## config.mk

```make
export PLATFORM = sky130hd
export DESIGN_NAME = ula_flat
export DESIGN_NICKNAME = d
export VERILOG_FILES = /design/src/rtl/ula_pkg.sv /design/src/rtl/ula_if.sv /design/src/rtl/ula_addsub_core.sv /design/src/rtl/ula.sv /design/src/flat_wrapper.sv
export SDC_FILE = /design/constraint.sdc
export NUM_CORES = 1
export LEC_CHECK = 0
export CORE_AREA = 2 2 39 41
export DETAILED_ROUTE_END_ITERATION = 10
export DIE_AREA = 0 0 41 43
export PLACE_DENSITY = 0.65
export SLEW_MARGIN = 20
export SYNTH_ARGS = -nofsm -noshare
export SYNTH_HDL_FRONTEND = slang
export SYNTH_SLANG_ARGS = --single-unit
```

## constraint.sdc

```tcl
create_clock -name clk -period 2.15 [get_ports clk]
set_clock_uncertainty 0.15 [all_clocks]
set_input_delay 0.215 -clock clk [delete_from_list [all_inputs] [get_ports clk]]
set_output_delay 0.215 -clock clk [all_outputs]
set_load 0.02 [all_outputs]
```

## src/rtl/ula_pkg.sv

```systemverilog
// Shared constants for the ula add/subtract unit.
package ula_pkg;
  localparam logic OP_ADD = 1'b0;
  localparam logic OP_SUB = 1'b1;
endpackage

```

## src/rtl/ula_if.sv

```systemverilog
// Operand/result bundle between the operand source and the ula.
interface ula_if #(
  parameter int WIDTH = 4
);
  logic             sel;
  logic [WIDTH-1:0] input_a;
  logic [WIDTH-1:0] input_b;
  logic [WIDTH-1:0] output_s;
  logic             carry;
  logic             ovf;
  logic             zero;
  logic             neg;

  modport master (
    output sel, input_a, input_b,
    input  output_s, carry, ovf, zero, neg
  );

  modport slave (
    input  sel, input_a, input_b,
    output output_s, carry, ovf, zero, neg
  );
endinterface

```

## src/rtl/ula_addsub_core.sv

```systemverilog
// Combinational shared adder: B is inverted and carry-in set for subtract.
module ula_addsub_core
  import ula_pkg::*;
#(
  parameter int WIDTH = 4
) (
  input  logic [WIDTH-1:0] a,
  input  logic [WIDTH-1:0] b,
  input  logic             sel,
  output logic [WIDTH-1:0] sum,
  output logic             carry,
  output logic             ovf
);
  logic             sub;
  logic [WIDTH-1:0] b_eff;
  logic [WIDTH:0]   full;

  // One adder serves both ops; subtract is A + ~B + 1.
  always_comb begin
    sub   = (sel == OP_SUB);
    b_eff = b ^ {WIDTH{sub}};
    full  = {1'b0, a} + {1'b0, b_eff} + {{WIDTH{1'b0}}, sub};
    sum   = full[WIDTH-1:0];
    carry = full[WIDTH];
    // Signed overflow: adder operands agree in sign but the result does not.
    ovf   = (a[WIDTH-1] == b_eff[WIDTH-1]) && (sum[WIDTH-1] != a[WIDTH-1]);
  end
endmodule

```

## src/rtl/ula.sv

```systemverilog
// Registered add/subtract unit with carry/overflow/zero/negative flags.
module ula
  import ula_pkg::*;
#(
  parameter int WIDTH = 4
) (
  input  logic  clk,
  input  logic  rst,
  ula_if.slave  bus
);
  logic [WIDTH-1:0] sum;
  logic             core_carry;
  logic             core_ovf;

  logic [WIDTH-1:0] output_s_d, output_s_q;
  logic             carry_d, carry_q;
  logic             ovf_d, ovf_q;
  logic             zero_d, zero_q;
  logic             neg_d, neg_q;

  ula_addsub_core #(.WIDTH(WIDTH)) u_core (
    .a     (bus.input_a),
    .b     (bus.input_b),
    .sel   (bus.sel),
    .sum   (sum),
    .carry (core_carry),
    .ovf   (core_ovf)
  );

  // Next-state: core result plus flags derived from the result itself.
  always_comb begin
    output_s_d = sum;
    carry_d    = core_carry;
    ovf_d      = core_ovf;
    zero_d     = (sum == '0);
    neg_d      = sum[WIDTH-1];
  end

  // Output register; reset clears the result, so zero reads as set.
  always_ff @(posedge clk) begin
    if (rst) begin
      output_s_q <= '0;
      carry_q    <= 1'b0;
      ovf_q      <= 1'b0;
      zero_q     <= 1'b1;
      neg_q      <= 1'b0;
    end else begin
      output_s_q <= output_s_d;
      carry_q    <= carry_d;
      ovf_q      <= ovf_d;
      zero_q     <= zero_d;
      neg_q      <= neg_d;
    end
  end

  assign bus.output_s = output_s_q;
  assign bus.carry    = carry_q;
  assign bus.ovf      = ovf_q;
  assign bus.zero     = zero_q;
  assign bus.neg      = neg_q;
endmodule

```

## src/flat_wrapper.sv

```systemverilog
// flat-port wrapper written by rule: the top's interface ports become plain ports
module ula_flat import ula_pkg::*;
#(
  parameter int WIDTH = 4
)
  (clk, rst, bus_sel, bus_input_a, bus_input_b, bus_output_s, bus_carry, bus_ovf, bus_zero, bus_neg);
  ula_if #(.WIDTH(WIDTH)) bus_i ();
  input  logic clk;
  input  logic rst;
  input wire logic [$bits(bus_i.sel)-1:0] bus_sel;
  input wire logic [$bits(bus_i.input_a)-1:0] bus_input_a;
  input wire logic [$bits(bus_i.input_b)-1:0] bus_input_b;
  output wire logic [$bits(bus_i.output_s)-1:0] bus_output_s;
  output wire logic [$bits(bus_i.carry)-1:0] bus_carry;
  output wire logic [$bits(bus_i.ovf)-1:0] bus_ovf;
  output wire logic [$bits(bus_i.zero)-1:0] bus_zero;
  output wire logic [$bits(bus_i.neg)-1:0] bus_neg;
  assign bus_i.sel = bus_sel;
  assign bus_i.input_a = bus_input_a;
  assign bus_i.input_b = bus_input_b;
  assign bus_output_s = bus_i.output_s;
  assign bus_carry = bus_i.carry;
  assign bus_ovf = bus_i.ovf;
  assign bus_zero = bus_i.zero;
  assign bus_neg = bus_i.neg;
  ula #(.WIDTH(WIDTH)) u_core (.clk(clk), .rst(rst), .bus(bus_i));
endmodule
```

-- Word level (Yosys, flattened, before mapping)
Cells that the tools add are included.
- flip-flop bits (word level): 8
- input bits: 11
- output and inout port bits: 8
- word-level logic and storage cells: 12
- $add $sub $neg: 2
- equal/unequal tests: 2
- bitwise logic cells: 1
- reduce and logical (&&, ||, !) cells: 2
- operator list (cell ; number):
    $add A4 B4 Y5 ; 1
    $add A5 B1 Y5 ; 1
    $logic_not A4 Y1 ; 1
    $xor A4 B4 Y4 ; 1
    $eq A1 B1 Y1 ; 1
    $logic_and A1 B1 Y1 ; 1
    $ne A1 B1 Y1 ; 1

-- Longest topological paths before layout
- depth after elaboration: 5
- mapped depth: 6
- mapped depth without buffers: 6

-- Cells and area by module
Synthesis repeated with hierarchy kept, for this count alone.
- cell total of the unflattened synthesis: 34
- area total of the unflattened synthesis: 401.6 µm²
- modules (own cells, without submodules) (module ; instances ; cells each ; area each (µm²) ; sequential area each (µm²)):
    ula ; 1 ; 16 ; 207.7 ; 140.1
    ula_addsub_core ; 1 ; 18 ; 193.9 ; 0.0

-- Worst setup path before layout
OpenSTA, ideal clock, no wires.
- path kind: input to register
- start point: input port bus_input_b[2]
- end point: register u_core.zero_q (netlist: u_core.bus.zero)
- setup time: 0.116 ns
- data arrival time: 1.440 ns
- data required time: 1.884 ns
- setup slack: 0.444 ns
- stages on the path: 6
- path buffers: 0
- cell sequence: xor2_1 > ha_1 > a21o_1 > a31o_4 > xnor2_2 > a41o_1
- cells in the longest elaborated chain, start to end: 4
- RTL lines (element ; RTL line ; source):
    from (decl) ; flat_wrapper.sv:12 ; input wire logic [$bits(bus_i.input_b)-1:0] bus_input_b;
    $xor A4 B4 Y4 ; ula_addsub_core.sv:21 ; b_eff = b ^ {WIDTH{sub}};
    $add A4 B4 Y5 ; ula_addsub_core.sv:22 ; full = {1'b0, a} + {1'b0, b_eff} + {{WIDTH{1'b0}}, sub};
    $add A5 B1 Y5 ; ula_addsub_core.sv:22 ;
    $logic_not A4 Y1 ; ula.sv:35 ; zero_d = (sum == '0);
    to (signal assigned) ; ula.sv:51 ; zero_q <= zero_d;
    to (decl) ; ula.sv:18 ; logic zero_d, zero_q;
Every way passes these cells.
A chain may end at the register's enable or synchronous reset.

-- Final worst setup path
- start point: input port bus_sel
- end point: register u_core.zero_q (netlist: u_core.bus.zero)
- cells in the longest elaborated chain, start to end: 4
- RTL lines (element ; RTL line ; source):
    from (decl) ; flat_wrapper.sv:10 ; input wire logic [$bits(bus_i.sel)-1:0] bus_sel;
    $xor A4 B4 Y4 ; ula_addsub_core.sv:21 ;
    $add A4 B4 Y5 ; ula_addsub_core.sv:22 ;
    $add A5 B1 Y5 (*) ; ula_addsub_core.sv:22 ;
    $logic_not A4 Y1 (*) ; ula.sv:35 ;
Every way passes the cells marked *; elsewhere a longest branch is shown, timed or not.

==> results.md <==
- Core box area: 0.00138 sq mm
- Mapped Area: 364 sq um
- Overall power: 447 uW
- P_int: 320 uW
- Row count: 14
- Syn_area_per_cell: 11.4 sq um
- Vias in the first global route: 279
- Cells after Synth: 32
- Tmin final: 1.95 ns
- Sw Ratio: 0.284
- Post-synth cell types: 15
- Outcome: finished clean
- Starting Density: 0.263
- Worst-path fanout max: 4
- 1st-iter DRT viols: 1
- Syn Nets: 47
- Fmax achieved: 512 MHz
- Final nets: 73
- Max-Slew Margin vs Limit: 0.836
- Pwr Density: 729 mW/mm^2
- Post-route ant nets: 0
- Clock power frac: 0.255
- Area Growth Syn to Fin: 68.4%
- Initial DRT Pass Iterations: 2
- Placed insts: 69
- Initial antenna violation count: 0
- Setup TNS: 0 ns
- Max Cap Violations: 0
- Worst-Margin Slew: 0.245 ns
- Largest net degree at the start of global routing: 8
- Leakage Power: 0.273 nW
- Clock Sinks: 7
- Via count: 310
- Worst VDD drop: 0.207 mV
- Setup Viol. Count Final: 0
- Design area: 613 sq um
- Routability cong.: 0.713
- Hold Path Class: primary input to flip-flop
- PostCTS Resize Cnt: 0
- Finished Layout Cells: 73
- Via density: 4.25
- Reg power frac: 0.340
- Comb pwr share: 0.405
- DIE WIDTH: 41 um
- Overall Global Routing Usage: 0.0887
- Placed Instance Area: 587 sq um
- Worst setup path end: u_core.bus.zero$_SDFF_PP1_
- Kind of critical path: primary input to flip-flop
- Final period utilization: 0.908
- Psw: 127 uW
- DR DRC count: 0
- Grt total ovfl: 0
- Synth Register Bits: 7
- RSZ-0062 raised after global routing: no
- Diodes inserted: 0
- I/O Pins: 19
- CP startpoint: bus_sel
- Share of layout cells above drive strength 1: 0.175
- H-tree lvl count: 1
- Ys Warns: 0
- Worst setup EP type: flip-flop
- Post-CTS Setup Inserts: 0
- Root buffer cell: clkbuf_4
- Fin. Hold Viols: 0
- Register area share after synthesis: 0.385
- Die Height: 43 um
- Crit path required time: 2.14 ns
- PortBufs: 18
- Crit start category: primary input
- Clock-pin slew on the worst setup and hold paths: 0.05 ns
- Worst EP arrival: 1.94 ns
- CTS tree: built
- Max Transition Viols Final: 0
- Die area: 0.00176 sq mm
- Clock Path Buffers: 2
- Final wirelength: 582 um
- CTS Buf Count: 3
- First-pass GRT wire length: 979 um
- CTS Hold Bufs: 0
- Wire per inst: 7.97 um
==> cell usage after synthesis <==
library cell	n	area, sq um
a41o_1	1	10.0
xor2_1	3	26.3
mux2_4	1	15.0
xnor2_2	1	16.3
nor2_1	5	18.8
a21o_1	2	15.0
dfxtp_1	7	140
inv_1	1	3.75
buf_4	1	7.51
nor3_1	1	5.00
ha_1	3	37.5
xnor2_1	3	26.3
a31o_4	1	17.5
a21oi_1	1	5.00
fa_1	1	20.0
==> worst min path at each step <==
stage	startpoint	to	slack [ns]	cells past startpoint
floorplan	rst	u_core.bus.output_s[1]$_SDFF_PP0_	0.13	1
global placement	rst	u_core.bus.output_s[1]$_SDFF_PP0_	0.75	2
detailed placement	rst	u_core.bus.output_s[1]$_SDFF_PP0_	0.75	2
CTS	rst	u_core.bus.output_s[1]$_SDFF_PP0_	0.49	2
global route	bus_input_a[3]	u_core.bus.ovf$_SDFF_PP0_	0.52	3
finish	rst	u_core.bus.output_s[1]$_SDFF_PP0_	0.50	2
==> kinds of logic after synthesis <==
group / count (synthesis) / synth area share
AO/OA/AOI/OAI: 5 / 0.131
XOR/XNOR: 7 / 0.189
adder cells (fa/ha/maj): 4 / 0.158
buffers and inverters: 2 / 0.0309
flip-flops: 7 / 0.385
multiplexers: 1 / 0.0412
AND/OR/NAND/NOR: 6 / 0.0653
==> layer usage <==
metal | wire length, um | GRT usage | up-vias
li1 | - | - | 157
met1 | 222 | 0.0879 | 132
met2 | 286 | 0.125 | 19
met4 | 15 | 0.100 | 0
met3 | 57 | 0.0314 | 2
met5 | 0 | 0 | -
==> power by group through the flow <==
stage | clock network (mW) | registers (mW) | logic (mW)
2_1_floorplan | 0 | 0.177 | 0.0807
3_3_place_gp | 0 | 0.154 | 0.181
3_5_place_dp | 0 | 0.155 | 0.183
4_1_cts | 0.119 | 0.152 | 0.183
5_1_grt | 0.129 | 0.154 | 0.198
6_report | 0.114 | 0.152 | 0.181
==> per-stage QoR <==
step / setup slack (ns) / util / hold WS [ns]
final: 0.198 / 0.443 / 0.504
after global routing: 0.130 / 0.443 / 0.522
after floorplan: 0.444 / - / 0.132
after CTS: 0.192 / 0.443 / 0.494
after detailed placement: -0.0655 / 0.424 / 0.746
after global placement: -0.0716 / 0.424 / 0.749
==> registers in the layout, indices dropped and copies added (netlist names) <==
name and cells:
u_core.bus.output_s 3, u_core.bus.neg 1, u_core.bus.ovf 1, u_core.bus.carry 1, u_core.bus.zero 1
==> critical path, stage by stage <==
cell	delay, ns
clkdlybuf4s50_1	0.54
xor2_1	0.16
ha_1	0.26
a21o_1	0.19
a31o_4	0.21
xnor2_2	0.13
a41o_1	0.23
==> cell usage in the layout (no fill, tap or decap), drive strengths merged <==
master,netlist,final
a31o,1,1
a21oi,1,1
xnor2,4,4
a41o,1,1
ha,3,3
dfxtp,7,7
nor2,5,5
nor3,1,1
a21o,2,2
clkdlybuf4s50,0,18
fa,1,1
mux2,1,1
buf,1,4
inv,1,1
xor2,3,3
clkbuf,0,4
==> layout make-up <==
cell class	count	area (sq um)
sequential	7	140
tap	16	20.0
fill	148	771
multi-input combinational	23	213
clock buffer	4	26.3
inverter	1	3.75
timing repair buffer	22	210
Power figures use the tool's default switching activity.
